--- config.mk ---
export PLATFORM = sky130hd
export DESIGN_NAME = vx_barrier_unit
export DESIGN_NICKNAME = d
export VERILOG_FILES = /design/src/rtl/vx_barrier_unit_pkg.sv /design/src/rtl/vx_barrier_unit_entry.sv /design/src/rtl/vx_barrier_unit.sv
export SDC_FILE = /design/constraint.sdc
export NUM_CORES = 1
export LEC_CHECK = 0
export BUFFER_PORTS_ARGS = -buffer_cell sky130_fd_sc_hd__buf_2
export CORE_MARGIN = 4
export CORE_UTILIZATION = 30
export DETAILED_ROUTE_END_ITERATION = 16
export SYNTH_ARGS = -nofsm -noshare
export SYNTH_HDL_FRONTEND = slang
export SYNTH_SLANG_ARGS = --single-unit
--- constraint.sdc ---
create_clock -name clk -period 2.7 [get_ports clk]
set_clock_uncertainty 0.15 [all_clocks]
set_input_delay 0.81 -clock clk [delete_from_list [all_inputs] [get_ports clk]]
set_output_delay 0.81 -clock clk [all_outputs]
set_load 0.05 [all_outputs]
--- src/rtl/vx_barrier_unit_pkg.sv ---
// Shared types and constants for the warp barrier unit.
// The optional PERF_BARRIER_EN build adds stall/release counters to the top.
`ifndef VX_BARRIER_UNIT_PKG_SV
`define VX_BARRIER_UNIT_PKG_SV

`define GPU_BARRIER_REQ_BITS(nwBits, nbBits) ((2 * (nwBits)) + (nbBits))

package vx_barrier_unit_pkg;

   localparam int BAR_NUM_WARPS    = 4;
   localparam int BAR_NUM_BARRIERS = 4;
   localparam int BAR_NW_BITS      = $clog2(BAR_NUM_WARPS);
   localparam int BAR_NB_BITS      = (BAR_NUM_BARRIERS > 1) ? $clog2(BAR_NUM_BARRIERS) : 1;

   typedef enum logic [1:0] {
      BAR_ERR_NONE = 2'd0,
      BAR_ERR_DUP  = 2'd1,
      BAR_ERR_SIZE = 2'd2
   } bar_err_e;

   typedef enum logic {
      SLOT_IDLE    = 1'b0,
      SLOT_FILLING = 1'b1
   } slot_state_e;

   typedef struct packed {
      logic [BAR_NW_BITS-1:0] wid;
      logic [BAR_NB_BITS-1:0] id;
      logic [BAR_NW_BITS-1:0] size_m1;
   } gpu_barrier_req_t;

   typedef struct packed {
      logic [BAR_NUM_WARPS-1:0] wmask;
   } gpu_barrier_rel_t;

   function automatic logic [63:0] popCount(input logic [63:0] value);
      logic [63:0] total;
      total = '0;
      for (int i = 0; i < 64; i++) begin
         total = total + {63'd0, value[i]};
      end
      return total;
   endfunction

endpackage

`endif

--- src/rtl/vx_barrier_unit_entry.sv ---
// One barrier slot: arrival mask, arrival count, latched size, and the
// decision to release, reject a duplicate, or flag a size mismatch.
module vx_barrier_unit_entry
   import vx_barrier_unit_pkg::*;
#(
   parameter int NUM_WARPS = 4,
   parameter int NW_BITS   = 2
) (
   input  logic                 clk,
   input  logic                 reset_n,
   input  logic                 hit_i,
   input  logic [NW_BITS-1:0]   wid_i,
   input  logic [NW_BITS-1:0]   sizeM1_i,
   output logic [NUM_WARPS-1:0] wmask_o,
   output logic                 fire_o,
   output logic [NUM_WARPS-1:0] fireMask_o,
   output logic [1:0]           err_o
);

   slot_state_e          state_q, state_d;
   logic [NUM_WARPS-1:0] wmask_q, wmask_d;
   logic [NW_BITS-1:0]   count_q, count_d;
   logic [NW_BITS-1:0]   sizeM1_q, sizeM1_d;
   logic [NUM_WARPS-1:0] widHot;
   logic [NW_BITS-1:0]   countInc;

   assign widHot   = NUM_WARPS'(1) << wid_i;
   assign countInc = count_q + NW_BITS'(1);
   assign wmask_o  = wmask_q;

   always_ff @(posedge clk) begin
      if (!reset_n) begin
         state_q  <= SLOT_IDLE;
         wmask_q  <= '0;
         count_q  <= '0;
         sizeM1_q <= '0;
      end else begin
         state_q  <= state_d;
         wmask_q  <= wmask_d;
         count_q  <= count_d;
         sizeM1_q <= sizeM1_d;
      end
   end

   // A single-warp barrier never parks; a duplicate arrival leaves the slot untouched.
   always_comb begin
      state_d    = state_q;
      wmask_d    = wmask_q;
      count_d    = count_q;
      sizeM1_d   = sizeM1_q;
      fire_o     = 1'b0;
      fireMask_o = '0;
      err_o      = BAR_ERR_NONE;
      if (hit_i) begin
         case (state_q)
            SLOT_IDLE: begin
               if (sizeM1_i == '0) begin
                  fire_o     = 1'b1;
                  fireMask_o = widHot;
               end else begin
                  state_d  = SLOT_FILLING;
                  wmask_d  = widHot;
                  count_d  = '0;
                  sizeM1_d = sizeM1_i;
               end
            end
            SLOT_FILLING: begin
               if (|(wmask_q & widHot)) begin
                  err_o = BAR_ERR_DUP;
               end else begin
                  if (sizeM1_i != sizeM1_q) begin
                     err_o = BAR_ERR_SIZE;
                  end
                  if (countInc == sizeM1_q) begin
                     fire_o     = 1'b1;
                     fireMask_o = wmask_q | widHot;
                     state_d    = SLOT_IDLE;
                     wmask_d    = '0;
                     count_d    = '0;
                  end else begin
                     wmask_d = wmask_q | widHot;
                     count_d = countInc;
                  end
               end
            end
            default: state_d = SLOT_IDLE;
         endcase
      end
   end

endmodule

--- src/rtl/vx_barrier_unit.sv ---
// Table of barrier slots with a single flow-controlled release register.
// Define PERF_BARRIER_EN to add the stall-cycle and release counters.
module vx_barrier_unit
   import vx_barrier_unit_pkg::*;
#(
   parameter int NUM_WARPS    = 4,
   parameter int NUM_BARRIERS = 4,
   parameter int NW_BITS      = $clog2(NUM_WARPS),
   parameter int NB_BITS      = (NUM_BARRIERS > 1) ? $clog2(NUM_BARRIERS) : 1
) (
   input  logic                 clk,
   input  logic                 reset_n,
   input  logic                 req_valid,
   output logic                 req_ready,
   input  logic [NW_BITS-1:0]   req_wid,
   input  logic [NB_BITS-1:0]   req_id,
   input  logic [NW_BITS-1:0]   req_size_m1,
   output logic                 release_valid,
   input  logic                 release_ready,
   output logic [NUM_WARPS-1:0] release_wmask,
   output logic [NUM_WARPS-1:0] stalled_wmask,
   output logic                 err_valid,
   output logic [1:0]           err_code
`ifdef PERF_BARRIER_EN
   ,
   output logic [63:0]          perf_stall_cycles,
   output logic [31:0]          perf_releases
`endif
);

   logic                 accept;
   logic                 slotHit      [NUM_BARRIERS];
   logic [NUM_WARPS-1:0] slotWmask    [NUM_BARRIERS];
   logic                 slotFire     [NUM_BARRIERS];
   logic [NUM_WARPS-1:0] slotFireMask [NUM_BARRIERS];
   logic [1:0]           slotErr      [NUM_BARRIERS];

   logic                 fireAny;
   logic [NUM_WARPS-1:0] fireMask;
   logic [1:0]           errAny;

   logic                 relValid_q;
   logic [NUM_WARPS-1:0] relWmask_q;
   logic                 errValid_q;
   logic [1:0]           errCode_q;

   // The release register only reloads when it is empty or draining, so a completion is never dropped.
   assign req_ready = reset_n && (!relValid_q || release_ready);
   assign accept    = req_valid && req_ready;

   for (genvar i = 0; i < NUM_BARRIERS; i++) begin : gSlot
      assign slotHit[i] = accept && (req_id == NB_BITS'(i));

      vx_barrier_unit_entry #(
         .NUM_WARPS (NUM_WARPS),
         .NW_BITS   (NW_BITS)
      ) uEntry (
         .clk        (clk),
         .reset_n    (reset_n),
         .hit_i      (slotHit[i]),
         .wid_i      (req_wid),
         .sizeM1_i   (req_size_m1),
         .wmask_o    (slotWmask[i]),
         .fire_o     (slotFire[i]),
         .fireMask_o (slotFireMask[i]),
         .err_o      (slotErr[i])
      );
   end

   // At most one slot is hit per cycle, so OR-ing the slot results is a plain select.
   always_comb begin
      fireAny       = 1'b0;
      fireMask      = '0;
      errAny        = BAR_ERR_NONE;
      stalled_wmask = '0;
      for (int i = 0; i < NUM_BARRIERS; i++) begin
         fireAny       = fireAny | slotFire[i];
         fireMask      = fireMask | slotFireMask[i];
         errAny        = errAny | slotErr[i];
         stalled_wmask = stalled_wmask | slotWmask[i];
      end
   end

   always_ff @(posedge clk) begin
      if (!reset_n) begin
         relValid_q <= 1'b0;
         relWmask_q <= '0;
         errValid_q <= 1'b0;
         errCode_q  <= BAR_ERR_NONE;
      end else begin
         if (fireAny) begin
            relValid_q <= 1'b1;
            relWmask_q <= fireMask;
         end else if (release_ready) begin
            relValid_q <= 1'b0;
            relWmask_q <= '0;
         end
         errValid_q <= (errAny != BAR_ERR_NONE);
         errCode_q  <= errAny;
      end
   end

   assign release_valid = relValid_q;
   assign release_wmask = relWmask_q;
   assign err_valid     = errValid_q;
   assign err_code      = errCode_q;

`ifdef PERF_BARRIER_EN
   logic [63:0] perfStall_q;
   logic [31:0] perfRel_q;

   always_ff @(posedge clk) begin
      if (!reset_n) begin
         perfStall_q <= '0;
         perfRel_q   <= '0;
      end else begin
         perfStall_q <= perfStall_q + popCount(64'(stalled_wmask));
         if (relValid_q && release_ready) begin
            perfRel_q <= perfRel_q + 32'd1;
         end
      end
   end

   assign perf_stall_cycles = perfStall_q;
   assign perf_releases     = perfRel_q;
`endif

endmodule

==> flow_metrics.env <==
export IMPL_initial_utilization_pct=30.94
export IMPL_row_count=33
export IMPL_max_slew_margin_pct=61.63
export IMPL_cp_max_fo=7
export IMPL_tns_ns=0
export IMPL_clk_latency_ns=0.30
export IMPL_cp_start_kind="input port"
export IMPL_htreeDepth=2
export IMPL_cts_tree="yes"
export IMPL_hold_viol=0
export IMPL_status="finished clean"
export IMPL_routed_via_density=5.401
export IMPL_cp_data_required_time_ns=1.74
export IMPL_die_y_um=100.3
export IMPL_final_layout_size_suffix_gt1_share_pct=22.49
export IMPL_yosysWarnings=0
export IMPL_antenna_found_initial=0
export IMPL_io_pins=23
export IMPL_hold_end="release_wmask[2]"
export IMPL_cts_setup_buffers=0
export IMPL_r2r_start="gSlot[3].uEntry.state_q"
export IMPL_slew_viol_final=0
export IMPL_ff2ff_setup_slack_ns=0.49
export IMPL_vias=2344
export IMPL_hold_path_class="reg -> reg"
export IMPL_path_clk_slew_ns=0.08
export IMPL_rsz0062_at_grt="no"
export IMPL_n_antenna_cell=0
export IMPL_finalSetupViolations=0
export IMPL_portBuffers=22
export IMPL_synth_edf_count=0
export IMPL_maxCapViolCount=0
export IMPL_fillCellCount=868
export IMPL_dpl_hpwl_mm=4.776
export IMPL_synth_cell_types=67
export IMPL_numPlacedInstances=427
export IMPL_final_common_cell="dfxtp_1"
export IMPL_final_nets=339
export IMPL_synth_seq_cells=44
export IMPL_p_per_area_nw_per_um2=440.3
export IMPL_netlist_instances=299
export IMPL_grt_max_degree=34
export IMPL_ys_seq_area_share_pct=34.48
export IMPL_syn_avg_cell_area_um2=8.545
export IMPL_worst_setup_path_end_kind="output pin"
export IMPL_busiest_layer="met2"
export IMPL_irDropWorstVdd_uv=225.2
export IMPL_holdPathStages=1
export IMPL_fmax_mhz=399.4
export IMPL_gp_congestion=0.8326
export IMPL_synth_top_area_cell="dfxtp_1"
export IMPL_wl_per_cell_um=14.83
export IMPL_core_um2=8258
export IMPL_fin_crit_ns=2.504
export IMPL_cts_hold_fix_buffers=0
export IMPL_remaining_drc_errors=0
export IMPL_p_leak_nw=1.142
export IMPL_die_w_um=100.3
export IMPL_power_total_mw=1.283
export IMPL_cts_sinks=44
export IMPL_grt_pass1_vias=2247
export IMPL_crit_arrival_ns=1.54
export IMPL_die_area_um2=10060
export IMPL_ys_flop_type="dfxtp_1"
export IMPL_area_growth_pct=14.05
export IMPL_overflow=0
export IMPL_met2_usage_pct=20.34
export IMPL_layout_setup_ws_ns=0.1963
export IMPL_instances_no_fill=434
export IMPL_routed_wl_mm=6.435
export IMPL_preCtsSetupSlack_ns=-0.03490
export IMPL_async_flop_share_pct=0
export IMPL_netlist_area_leader_share_pct=34.48
export IMPL_worstRegToRegCells=6
export IMPL_worst_hold_startpoint="release_wmask[2]"
export IMPL_syn_nets=309
export IMPL_numCtsBuffers=5
export IMPL_grtUsageMet3_pct=3.197
export IMPL_worst_slew_pin_slew_ns=0.5748
export IMPL_grt_pass1_wl_mm=10.87
export IMPL_synth_area_um2=2555
export IMPL_first_iter_violations=135
export IMPL_gr_usage_met1_pct=18.98
export IMPL_dr_pass1_iters=4
export IMPL_grtUsageTotal_pct=13.42
export IMPL_synth_area_leaders="dfxtp_1 (34%), a21oi_1 (6.3%), a22oi_1 (5.3%), nor2_1 (5.1%), nand2_1 (4.1%)"
export IMPL_final_cell_mix="dfxtp_1 (44), nor2_1 (35), a21oi_1 (32)"
export IMPL_period_share_pct=92.73
export IMPL_clockBufferDepth=2
export IMPL_final_antenna_net_count=0
export IMPL_worstSetupPathType="in -> out"
export IMPL_ctsResizeCount=0
export IMPL_clockRootBuffer="clkbuf_8"
export IMPL_r2r_end="release_wmask[1]"
-- report_power, final --
group	total, mW	internal [mW]	leakage, nW	switching, mW
registers	0.673	0.658	0.355	0.0151
logic	0.154	0.0574	0.736	0.0963
clock network	0.457	0.228	0.0503	0.228
-- worst max-delay path by stage --
stage,start,end,slack (ns),cells after the start
floorplan,req_wid[0],gSlot[2].uEntry.wmask_o[3],0.15,7
global placement,req_wid[0],gSlot[2].uEntry.wmask_o[2],0.005,7
detailed placement,req_wid[0],gSlot[2].uEntry.wmask_o[1],-0.03,7
CTS,release_ready,req_ready,0.20,4
global route,release_ready,req_ready,0.17,4
finish,release_ready,req_ready,0.20,4
-- flip-flops by register name, summed over array words and instances, names as in the netlist --
register,count
gSlot.uEntry.state_q,4
gSlot.uEntry.count_q,8
gSlot.uEntry.wmask_o,16
release_valid,1
release_wmask,4
gSlot.uEntry.sizeM1_q,8
err_valid,1
err_code,2
-- cell usage after synthesis, drive strengths merged, types with 2 or more instances --
| master | number |
|---|---|
| nand3 | 7 |
| o21ai | 10 |
| dfxtp | 44 |
| mux2 | 2 |
| nand4b | 2 |
| a21oi | 32 |
| nand4 | 3 |
| nor2 | 38 |
| mux4 | 3 |
| o22ai | 8 |
| a21boi | 2 |
| and3 | 2 |
| buf | 6 |
| and2 | 3 |
| nor3 | 7 |
| inv | 2 |
| nor2b | 9 |
| mux2i | 4 |
| a211o | 6 |
| o211a | 2 |
| nand2b | 5 |
| xnor2 | 8 |
| a22oi | 18 |
| or4 | 5 |
| nand3b | 8 |
| nand2 | 29 |
| xor2 | 4 |
| clkbuf | 9 |
| nor3b | 3 |
-- cell type report --
| type | instances | area, um2 | area share (%) |
|---|---|---|---|
| multi-input combinational | 236 | 1556 | 53.41 |
| timing repair buffer | 39 | 237.7 | 8.158 |
| tap | 105 | 131.4 | 4.508 |
| inverter | 3 | 11.26 | 0.3864 |
| sequential | 44 | 880.8 | 30.23 |
| clock buffer | 7 | 96.34 | 3.306 |
-- metrics by stage --
stage	hold slack (ns)	util [%]	area, um2
final	0.3171	35.29	2914
after floorplan	0.3164	-	2555
after global placement	0.2973	34.12	2818
after detailed placement	0.2979	34.12	2818
after global routing	0.3522	35.29	2914
after CTS	0.3237	35.29	2914
-- routing by layer --
layer | part of all wire, % | up-vias
li1 | - | 1157
met1 | 49 | 1114
met2 | 43 | 65
met3 | 7.0 | 8
met4 | 0.98 | 0
met5 | 0 | -
-- cells by family after synthesis --
family	after synthesis	share of synthesized area, %
compound gates	87	22.38
xor+xnor	12	4.408
buf+inv	19	4.603
flops	44	34.48
mux	9	5.386
simple gates	128	28.75
-- worst max-delay path, stage by stage --
cell and delay [ns]:
buf_2 0.12, nand2b_2 0.23, and2_1 0.17, buf_2 0.20
No activity file was read; power rests on OpenSTA's default activity.
